--- src/rtl/remote_comm_pkg.sv ---
// Shared types and constants for the Knight robot host-side remote (UART command link).
package remote_comm_pkg;

  typedef enum logic [1:0] {IDLE, HIGH, LOW} tx_state_t;
  typedef enum logic [1:0] {RX_IDLE, RX_START, RX_DATA, RX_STOP} rx_state_t;

  localparam logic [7:0]  RESP_DONE = 8'hA5;
  localparam logic [7:0]  RESP_POS  = 8'h5A;
  localparam logic [15:0] CMD_CAL   = 16'h0000;

  localparam int BAUD_W = 12;
  localparam int BIT_W  = 4;

endpackage

--- src/rtl/remote_comm_uart_tx.sv ---
// UART 8N1 byte serializer: trmt loads tx_data, tx_done pulses in the last cycle of the stop bit.
// A trmt coincident with tx_done reloads immediately, giving back-to-back frames with no idle gap.
module uart_tx
  import remote_comm_pkg::*;
#(
  parameter int CLKS_PER_BIT = 2604
) (
  input  logic       clk,
  input  logic       rst,
  input  logic       trmt,
  input  logic [7:0] tx_data,
  output logic       tx,
  output logic       tx_done
);

  localparam logic [BAUD_W-1:0] BAUD_LAST = BAUD_W'(CLKS_PER_BIT - 1);

  logic [9:0]        shift_q, shift_d;
  logic [BAUD_W-1:0] baud_q, baud_d;
  logic [BIT_W-1:0]  bit_q, bit_d;
  logic              busy_q, busy_d;
  logic              bit_end;

  assign bit_end = busy_q && (baud_q == BAUD_LAST);
  assign tx_done = bit_end && (bit_q == BIT_W'(9));
  // Idle shifter holds all ones, so the line is a plain flop output that idles high.
  assign tx      = shift_q[0];

  // NOTE: every always_comb output gets a default first so no path leaves it unassigned (no latch).
  always_comb begin
    shift_d = shift_q;
    baud_d  = baud_q;
    bit_d   = bit_q;
    busy_d  = busy_q;
    if (trmt) begin
      shift_d = {1'b1, tx_data, 1'b0};
      baud_d  = '0;
      bit_d   = '0;
      busy_d  = 1'b1;
    end else if (busy_q) begin
      if (bit_end) begin
        shift_d = {1'b1, shift_q[9:1]};
        baud_d  = '0;
        bit_d   = bit_q + 1'b1;
        busy_d  = !tx_done;
      end else begin
        baud_d  = baud_q + 1'b1;
      end
    end
  end

  // NOTE: state flops use non-blocking assignment so all registers update together on the edge.
  always_ff @(posedge clk) begin
    if (rst) begin
      shift_q <= '1;
      baud_q  <= '0;
      bit_q   <= '0;
      busy_q  <= 1'b0;
    end else begin
      shift_q <= shift_d;
      baud_q  <= baud_d;
      bit_q   <= bit_d;
      busy_q  <= busy_d;
    end
  end

endmodule

--- src/rtl/remote_comm.sv ---
// Knight robot remote: sends 16-bit commands as two UART bytes (high first), receives response bytes.
// Optional REMOTE_COMM_BUSY_EN adds a busy output that is high while the TX FSM is not IDLE.
module remote_comm
  import remote_comm_pkg::*;
#(
  parameter int CLKS_PER_BIT = 2604
) (
  input  logic        clk,
  input  logic        rst,
  input  logic [15:0] cmd,
  input  logic        snd_cmd,
  output logic        TX,
  input  logic        RX,
  output logic        cmd_snt,
  output logic [7:0]  resp,
  output logic        resp_rdy
`ifdef REMOTE_COMM_BUSY_EN
  ,
  output logic        busy
`endif
);

  localparam logic [BAUD_W-1:0] RX_HALF = BAUD_W'(CLKS_PER_BIT / 2 - 1);
  localparam logic [BAUD_W-1:0] RX_FULL = BAUD_W'(CLKS_PER_BIT - 1);

  tx_state_t   state_q, state_d;
  logic        accept, trmt, tx_done;
  logic [7:0]  tx_data;
  logic [7:0]  cmd_lo_q, cmd_lo_d;
  logic        cmd_snt_q, cmd_snt_d;

  uart_tx #(.CLKS_PER_BIT(CLKS_PER_BIT)) u_uart_tx (
    .clk     (clk),
    .rst     (rst),
    .trmt    (trmt),
    .tx_data (tx_data),
    .tx      (TX),
    .tx_done (tx_done)
  );

  always_ff @(posedge clk) begin
    if (rst) state_q <= IDLE;
    else     state_q <= state_d;
  end

  always_comb begin
    state_d = state_q;
    case (state_q)
      IDLE:    if (snd_cmd) state_d = HIGH;
      HIGH:    if (tx_done) state_d = LOW;
      LOW:     if (tx_done) state_d = IDLE;
      default: state_d = IDLE;
    endcase
  end

  // The high byte goes straight from cmd on the accept edge; only the low byte needs holding.
  always_comb begin
    accept  = 1'b0;
    trmt    = 1'b0;
    tx_data = cmd_lo_q;
    case (state_q)
      IDLE: begin
        accept  = snd_cmd;
        trmt    = snd_cmd;
        tx_data = cmd[15:8];
      end
      HIGH:    trmt = tx_done;
      default: ;
    endcase
  end

  always_comb begin
    cmd_lo_d  = accept ? cmd[7:0] : cmd_lo_q;
    cmd_snt_d = cmd_snt_q;
    if (accept)                      cmd_snt_d = 1'b0;
    else if (state_q == LOW && tx_done) cmd_snt_d = 1'b1;
  end

  always_ff @(posedge clk) begin
    if (rst) begin
      cmd_lo_q  <= '0;
      cmd_snt_q <= 1'b0;
    end else begin
      cmd_lo_q  <= cmd_lo_d;
      cmd_snt_q <= cmd_snt_d;
    end
  end

  assign cmd_snt = cmd_snt_q;
`ifdef REMOTE_COMM_BUSY_EN
  assign busy = (state_q != IDLE);
`endif

  // RX: two-flop synchronizer plus one more stage for falling-edge detection.
  rx_state_t         rx_state_q, rx_state_d;
  logic              rx_meta_q, rx_sync_q, rx_prev_q, rx_fall;
  logic [BAUD_W-1:0] rx_baud_q, rx_baud_d;
  logic [BIT_W-1:0]  rx_bit_q, rx_bit_d;
  logic [7:0]        rx_shift_q, rx_shift_d;
  logic [7:0]        resp_q, resp_d;
  logic              resp_rdy_q, resp_rdy_d;
  logic              rdy_set, rdy_clr;

  assign rx_fall = rx_prev_q && !rx_sync_q;

  always_ff @(posedge clk) begin
    if (rst) rx_state_q <= RX_IDLE;
    else     rx_state_q <= rx_state_d;
  end

  always_comb begin
    rx_state_d = rx_state_q;
    case (rx_state_q)
      RX_IDLE:  if (rx_fall) rx_state_d = RX_START;
      RX_START: if (rx_baud_q == RX_HALF) rx_state_d = rx_sync_q ? RX_IDLE : RX_DATA;
      RX_DATA:  if (rx_baud_q == RX_FULL && rx_bit_q == BIT_W'(7)) rx_state_d = RX_STOP;
      RX_STOP:  if (rx_baud_q == RX_FULL) rx_state_d = RX_IDLE;
      default:  rx_state_d = RX_IDLE;
    endcase
  end

  always_comb begin
    rx_baud_d  = rx_baud_q + 1'b1;
    rx_bit_d   = rx_bit_q;
    rx_shift_d = rx_shift_q;
    resp_d     = resp_q;
    rdy_set    = 1'b0;
    rdy_clr    = accept;
    case (rx_state_q)
      RX_IDLE: begin
        rx_baud_d = '0;
        rx_bit_d  = '0;
        rdy_clr   = accept || rx_fall;
      end
      RX_START: if (rx_baud_q == RX_HALF) rx_baud_d = '0;
      RX_DATA: if (rx_baud_q == RX_FULL) begin
        rx_baud_d  = '0;
        rx_shift_d = {rx_sync_q, rx_shift_q[7:1]};
        rx_bit_d   = rx_bit_q + 1'b1;
      end
      RX_STOP: if (rx_baud_q == RX_FULL) begin
        rx_baud_d = '0;
        if (rx_sync_q) begin
          resp_d  = rx_shift_q;
          rdy_set = 1'b1;
        end
      end
      default: ;
    endcase
    resp_rdy_d = rdy_set ? 1'b1 : (rdy_clr ? 1'b0 : resp_rdy_q);
  end

  always_ff @(posedge clk) begin
    if (rst) begin
      rx_meta_q  <= 1'b1;
      rx_sync_q  <= 1'b1;
      rx_prev_q  <= 1'b1;
      rx_baud_q  <= '0;
      rx_bit_q   <= '0;
      rx_shift_q <= '0;
      resp_q     <= '0;
      resp_rdy_q <= 1'b0;
    end else begin
      rx_meta_q  <= RX;
      rx_sync_q  <= rx_meta_q;
      rx_prev_q  <= rx_sync_q;
      rx_baud_q  <= rx_baud_d;
      rx_bit_q   <= rx_bit_d;
      rx_shift_q <= rx_shift_d;
      resp_q     <= resp_d;
      resp_rdy_q <= resp_rdy_d;
    end
  end

  assign resp     = resp_q;
  assign resp_rdy = resp_rdy_q;

endmodule

--- config.mk ---
export PLATFORM = sky130hd
export DESIGN_NAME = remote_comm
export DESIGN_NICKNAME = d
export VERILOG_FILES = /design/src/rtl/remote_comm_pkg.sv /design/src/rtl/remote_comm_uart_tx.sv /design/src/rtl/remote_comm.sv
export SDC_FILE = /design/constraint.sdc
export NUM_CORES = 1
export LEC_CHECK = 0
export ABC_CLOCK_PERIOD_IN_PS = 2000
export BUFFER_PORTS_ARGS = -buffer_cell sky130_fd_sc_hd__buf_4
export CAP_MARGIN = 20
export CORE_MARGIN = 2
export CORE_UTILIZATION = 31
export DETAILED_ROUTE_END_ITERATION = 7
export GPL_TIMING_DRIVEN = 0
export PLACE_DENSITY = 0.52
export REMOVE_ABC_BUFFERS = 1
export SLEW_MARGIN = 20
export SYNTH_ARGS = -nofsm -noshare
export SYNTH_HDL_FRONTEND = slang
export SYNTH_SLANG_ARGS = --single-unit
export TNS_END_PERCENT = 50
--- constraint.sdc ---
create_clock -name clk -period 2 [get_ports clk]
set_input_delay 0.2 -clock clk [delete_from_list [all_inputs] [get_ports clk]]
set_output_delay 0.2 -clock clk [all_outputs]
set_load 0.02 [all_outputs]
==> results.toml, run 1 <==
[timing]
fin_skew_ns = 0.00988
finalMaxSlewViolations = 0
worst_pin_slew_ns = 0.664
slew_headroom_pct = 55.7
finalSetupTns_ns = -0.0315
finalSetupViolations = 2
hold_viol_final = 0
fin_crit_ns = 2.02
rsz0062_at_grt = "yes"
finalCritPeriodShare_pct = 101
max_freq_ghz = 0.494
setup_slack_ns = -0.0228

[routing]
wl_um = 7130
viasPerCell = 4.89
drtAntennaViolNets = 0
num_vias = 2702
wl_per_cell_um = 12.9
drc = 0
first_iter_violations = 151
first_pass_iters = 5

[global_routing]
grt_max_degree = 47
grtUsageTotal_pct = 12.8
grt_pass1_vias = 2588
overflow = 0
antenna_found_initial = 0
grt_pass1_wl_um = 11800

[yosys]
yosys_most_used_dff = "dfxtp_1"
synth_top_area_cell = "dfxtp_1"
synthCells = 377
async_reset_ff_share_pct = 0
synth_area_per_cell_um2 = 8.72
synth_edf_count = 0
synth_top_area_share_pct = 45.7
synth_area_mm2 = 0.00329
ys_seq_elements = 75
ys_seq_area_share_pct = 45.7
ys_types = 45
synth_area_leaders = "dfxtp_1 (46%), nor2_1 (5.6%), mux2i_1 (5.2%)"
yosys_warnings = 0

[floorplan]
die_y_um = 107
core_mm2 = 0.0103
chipWidth_um = 107
row_count = 37
die-area_mm2 = 0.0114
ios = 31
start_util_pct = 31.8

[run_status]
status = "finished with violations"
violations = "setup timing"

[power_and_ir_drop]
ir_drop_mv = 0.322
leakage_nw = 1.46
p_per_area_mw_per_mm2 = 721

[setup_path]
crit_arrival_ns = 2.25
cp_top_family = "simple AND/OR/NAND/NOR gates"
critPathRequiredTime_ns = 2.22
path_max_fanout = 6
slowest_delay_ns = 0.55
crit_slowest_cell = "or4b_4"
worst_setup_path_end_kind = "flop"
crit_chain = "or4b_4 > or4_4 > buf_6 > nor4_1 > a211oi_1"
path_buf_inv = 1
path_class = "flop to flop"
cp-start-kind = "flop"

[cts]
numCtsBuffers = 9
h-tree-depth = 3
clkTransAtPathRegs_ns = 0.08
cts_root_buffer = "clkbuf_8"
clock_path_buffers = 2
cts.sinks = 75
cts_tree = "built"
cts_hold_buf = 0
worstSkewPairLatency_ns = 0.34

[place]
gp_congestion = 0.769
hpwl_um = 4620
placed_area_mm2 = 0.00362
pre_cts_slack_ns = -0.427
port_buffers = 30

[cells_and_area]
stdcell_area_mm2 = 0.00407
layout_common_cells = "dfxtp_1 (70), nor2_1 (49), buf_4 (42), nand2_1 (30), a21oi_1 (26)"
nets = 438
seq_area_mm2 = 0.00151
fillers = 1050
syn2layout_area_growth_pct = 23.7
multiInputGateArea_mm2 = 0.00181
diodes = 0
layout_commonest_cell = "dfxtp_1"
drive_above_1_share_pct = 22.3

[worst_hold_path]
worstHoldPathType = "input port to flop"

[flow_run]
max_cap_violations = 0
[final cells by class]
| class | count | share of cell area (%) |
|---|---|---|
| tap | 136 | 4.19 |
| timing repair buffer | 43 | 8.03 |
| multi-input combinational | 274 | 44.6 |
| clock buffer | 13 | 4.16 |
| clock inverter | 3 | 1.08 |
| sequential | 75 | 37.1 |
| inverter | 9 | 0.831 |
[path summary, 6_finish.rpt]
path / slack, ns / cells after the start / endpoint / from
hold / removal: 0.04 / 2 / rx_meta_q$_SDFF_PP1_ / RX
setup / recovery: -0.02 / 5 / u_uart_tx.shift_q[4]$_SDFFE_PP1P_ / u_uart_tx.baud_q[4]$_SDFFE_PP0P_
hold reg to reg: 0.41 / 1 / rx_sync_q$_SDFF_PP1_ / rx_meta_q$_SDFF_PP1_
setup reg to reg: -0.02 / 5 / u_uart_tx.shift_q[4]$_SDFFE_PP1P_ / u_uart_tx.baud_q[4]$_SDFFE_PP0P_
[stage by stage]
step	util (%)	instances	power [W]	hold WS (ns)
floorplan	-	357	0.00164	0.266
global placement	34.9	523	0.00172	0.386
detailed placement	35.0	524	0.00172	0.389
CTS	38.4	549	0.00296	0.0251
global route	39.4	553	0.00305	0.0370
finish	39.4	553	0.00293	0.0442
[synth_stat cells, types with 2 or more instances]
cell / instances
a211oi_1: 7
a21oi_1: 26
a31oi_1: 5
and3_1: 3
buf_2: 3
clkbuf_1: 16
dfxtp_1: 75
ha_1: 6
inv_1: 9
mux2i_1: 17
nand2_1: 30
nand2b_1: 4
nand3_1: 23
nand3b_1: 2
nand4_1: 7
nand4b_1: 2
nor2_1: 49
nor3_1: 9
nor3b_1: 3
nor4_1: 11
nor4bb_1: 2
o211ai_1: 2
o21a_1: 2
o21ai_0: 18
or2_2: 4
or3_1: 2
or3b_2: 2
xnor2_1: 16
xor2_1: 6
[what timing repair did]
action / 4_1_cts / 5_1_grt
pin swaps: 3 / 1
cloned: 0 / 1
endpoints found under the setup margin: 42 / 26
buffers inserted: 9 / 3
resized for setup: 18 / 14
[where the power goes]
| part | leakage (nW) | switching, W | internal (W) |
|---|---|---|---|
| sequential | 0.611 | 0.0000279 | 0.00152 |
| combinational | 0.740 | 0.0000848 | 0.0000638 |
| clock | 0.110 | 0.000551 | 0.000682 |
| total | 1.46 | 0.000664 | 0.00227 |
[layer usage]
layer	GRT usage [%]	routed length (um)	vias up
met2	20.9	3340	26
met4	4.08	85	0
met1	16.3	3540	1267
li1	-	-	1401
met5	0	0	-
met3	3.65	162	8
[logic make-up (layout without fill, tap and decap cells)]
| group | Yosys count | after routing | share of synthesized area (%) |
|---|---|---|---|
| AOI/OAI and AO/OA | 66 | 66 | 11.7 |
| xor gates and xnor gates | 22 | 22 | 5.86 |
| adders and majority gates | 6 | 6 | 2.28 |
| buffers and inverters | 29 | 68 | 3.43 |
| DFF | 75 | 75 | 45.7 |
| muxes | 18 | 18 | 5.52 |
| and+or+nand+nor | 161 | 162 | 25.5 |
[state kept, by name, summed over array words and instances (netlist names), 2 cells and up, named ones only]
register,cells
u_uart_tx.bit_q,4
rx_baud_q,12
cmd_lo_q,8
u_uart_tx.baud_q,12
state_q,2
rx_bit_q,4
u_uart_tx.shift_q,9
resp,8
rx_shift_q,8
No activity file was read; power rests on OpenSTA's default activity.
==> run 2, diff against run 1 <==
Settings changed: RECOVER_POWER from default to 100.
==> results.toml, run 2 (synthesis gave the netlist of run 1 again) <==
[run_status]
status = "finished with violations"
violations = "setup timing"

[routing]
drtAntennaViolNets = 0
first_iter_violations = 127
viasPerCell = 4.92
drc = 0
num_vias = 2718
first_pass_iters = 4
wl_per_cell_um = 12.9
wl_um = 7120

[global_routing]
grtUsageTotal_pct = 12.8
grt_pass1_wl_um = 11800
grt_max_degree = 47
antenna_found_initial = 0
overflow = 0
grt_pass1_vias = 2588

[cells_and_area]
diodes = 0
drive_above_1_share_pct = 19.2
seq_area_mm2 = 0.00151
fillers = 1062
largest_registers = "rx_baud_q (12), u_uart_tx.baud_q (12), u_uart_tx.shift_q (9)"
syn2layout_area_growth_pct = 22.1
nets = 438
layout_commonest_cell = "dfxtp_1"
stdcell_area_mm2 = 0.00401
stdcell_count = 553
multiInputGateArea_mm2 = 0.00181
layout_common_cells = "dfxtp_1 (70), nor2_1 (49), nand2_1 (30), buf_4 (27), a21oi_1 (26)"
utilization_pct = 38.9

[setup_path]
critPathRequiredTime_ns = 2.22
crit_arrival_ns = 2.24
path_class = "flop to flop"
worst_setup_path_end_kind = "flop"
cp-start-kind = "flop"
path_max_fanout = 6

[cts]
cts.sinks = 75
cts_root_buffer = "clkbuf_8"
clock_path_buffers = 2
numCtsBuffers = 9
cts_tree = "built"
cts_hold_buf = 0
worstSkewPairLatency_ns = 0.34
clkTransAtPathRegs_ns = 0.08
h-tree-depth = 3

[flow_run]
max_cap_violations = 0

[power_and_ir_drop]
p_per_area_mw_per_mm2 = 730
leakage_nw = 1.42
ir_drop_mv = 0.322

[place]
gp_congestion = 0.769
port_buffers = 30
hpwl_um = 4620
place_inst = 524
placed_area_mm2 = 0.00362

[timing]
finalSetupViolations = 2
max_freq_ghz = 0.494
rsz0062_at_grt = "yes"
slew_headroom_pct = 55.7
finalMaxSlewViolations = 0
finalCritPeriodShare_pct = 101
fin_skew_ns = 0.00999
hold_viol_final = 0
setup_slack_ns = -0.0235
fin_crit_ns = 2.02
worst_pin_slew_ns = 0.664

[floorplan]
die_y_um = 107
chipWidth_um = 107
ios = 31
core_mm2 = 0.0103
die-area_mm2 = 0.0114
start_util_pct = 31.8
row_count = 37

[worst_hold_path]
worstHoldPathType = "input port to flop"
==> run 2: cell types whose count changed in the layout (fill, tap and decap cells not counted), moves of 2 or more <==
cell	before	now
clkbuf_2	0	2
clkbuf_4	0	2
clkbuf_1	1	12
buf_4	42	27
==> run 2: metal layers <==
metal | track usage [%] | vias up | wire length [um]
met5 | 0 | - | 0
met4 | 4.08 | 0 | 72
met3 | 3.65 | 7 | 176
met2 | 20.9 | 35 | 3340
met1 | 16.3 | 1276 | 3530
li1 | - | 1400 | -
==> run 2: worst paths after layout <==
check	cells after the start	slack, ns	start	endpoint
worst min register to register	1	0.41	rx_meta_q$_SDFF_PP1_	rx_sync_q$_SDFF_PP1_
worst max-delay path	5	-0.02	u_uart_tx.baud_q[4]$_SDFFE_PP0P_	u_uart_tx.shift_q[4]$_SDFFE_PP1P_
worst min-delay path	2	0.05	RX	rx_meta_q$_SDFF_PP1_
worst max register to register	5	-0.02	u_uart_tx.baud_q[4]$_SDFFE_PP0P_	u_uart_tx.shift_q[4]$_SDFFE_PP1P_
==> run 2: through the flow <==
stage	TNS, ns	worst slack, ns	total power [W]	hold slack (ns)
2_1_floorplan	-3.00	-0.252	0.00164	0.266
3_3_place_gp	-23.01	-1.04	0.00172	0.386
3_5_place_dp	-8.96	-0.427	0.00172	0.389
4_1_cts	-0.0617	-0.0325	0.00296	0.0251
5_1_grt	-0.800	-0.118	0.00305	0.0370
6_report	-0.0330	-0.0235	0.00293	0.0461
==> run 2: cell type report <==
cell class / instances / area share [%]
clock inverters: 3 / 1.09
multi-input cells: 274 / 45.0
repair buffers: 43 / 6.99
clock buffers: 13 / 4.21
well taps: 136 / 4.24
flip-flops and latches: 75 / 37.6
inverters: 9 / 0.842
==> run 2: repair_timing <==
action                     4_1_cts  5_1_grt
cloned                           0        1
resized for setup               18       14
setup buffers                    9        3
pin swaps                        3        1
setup endpoints to repair       42       26
==> run 2: report_power, final <==
group          internal (W)  switching, W
logic             0.0000610     0.0000845
registers           0.00152     0.0000279
clock network      0.000683      0.000549
total               0.00227      0.000662
==> run 2: worst max-delay path: stages (launching register included) <==
cell and delay, ns:
dfxtp_2 0.35, or4b_4 0.55, or4_4 0.48, buf_6 0.16, nor4_1 0.27, a211oi_1 0.09
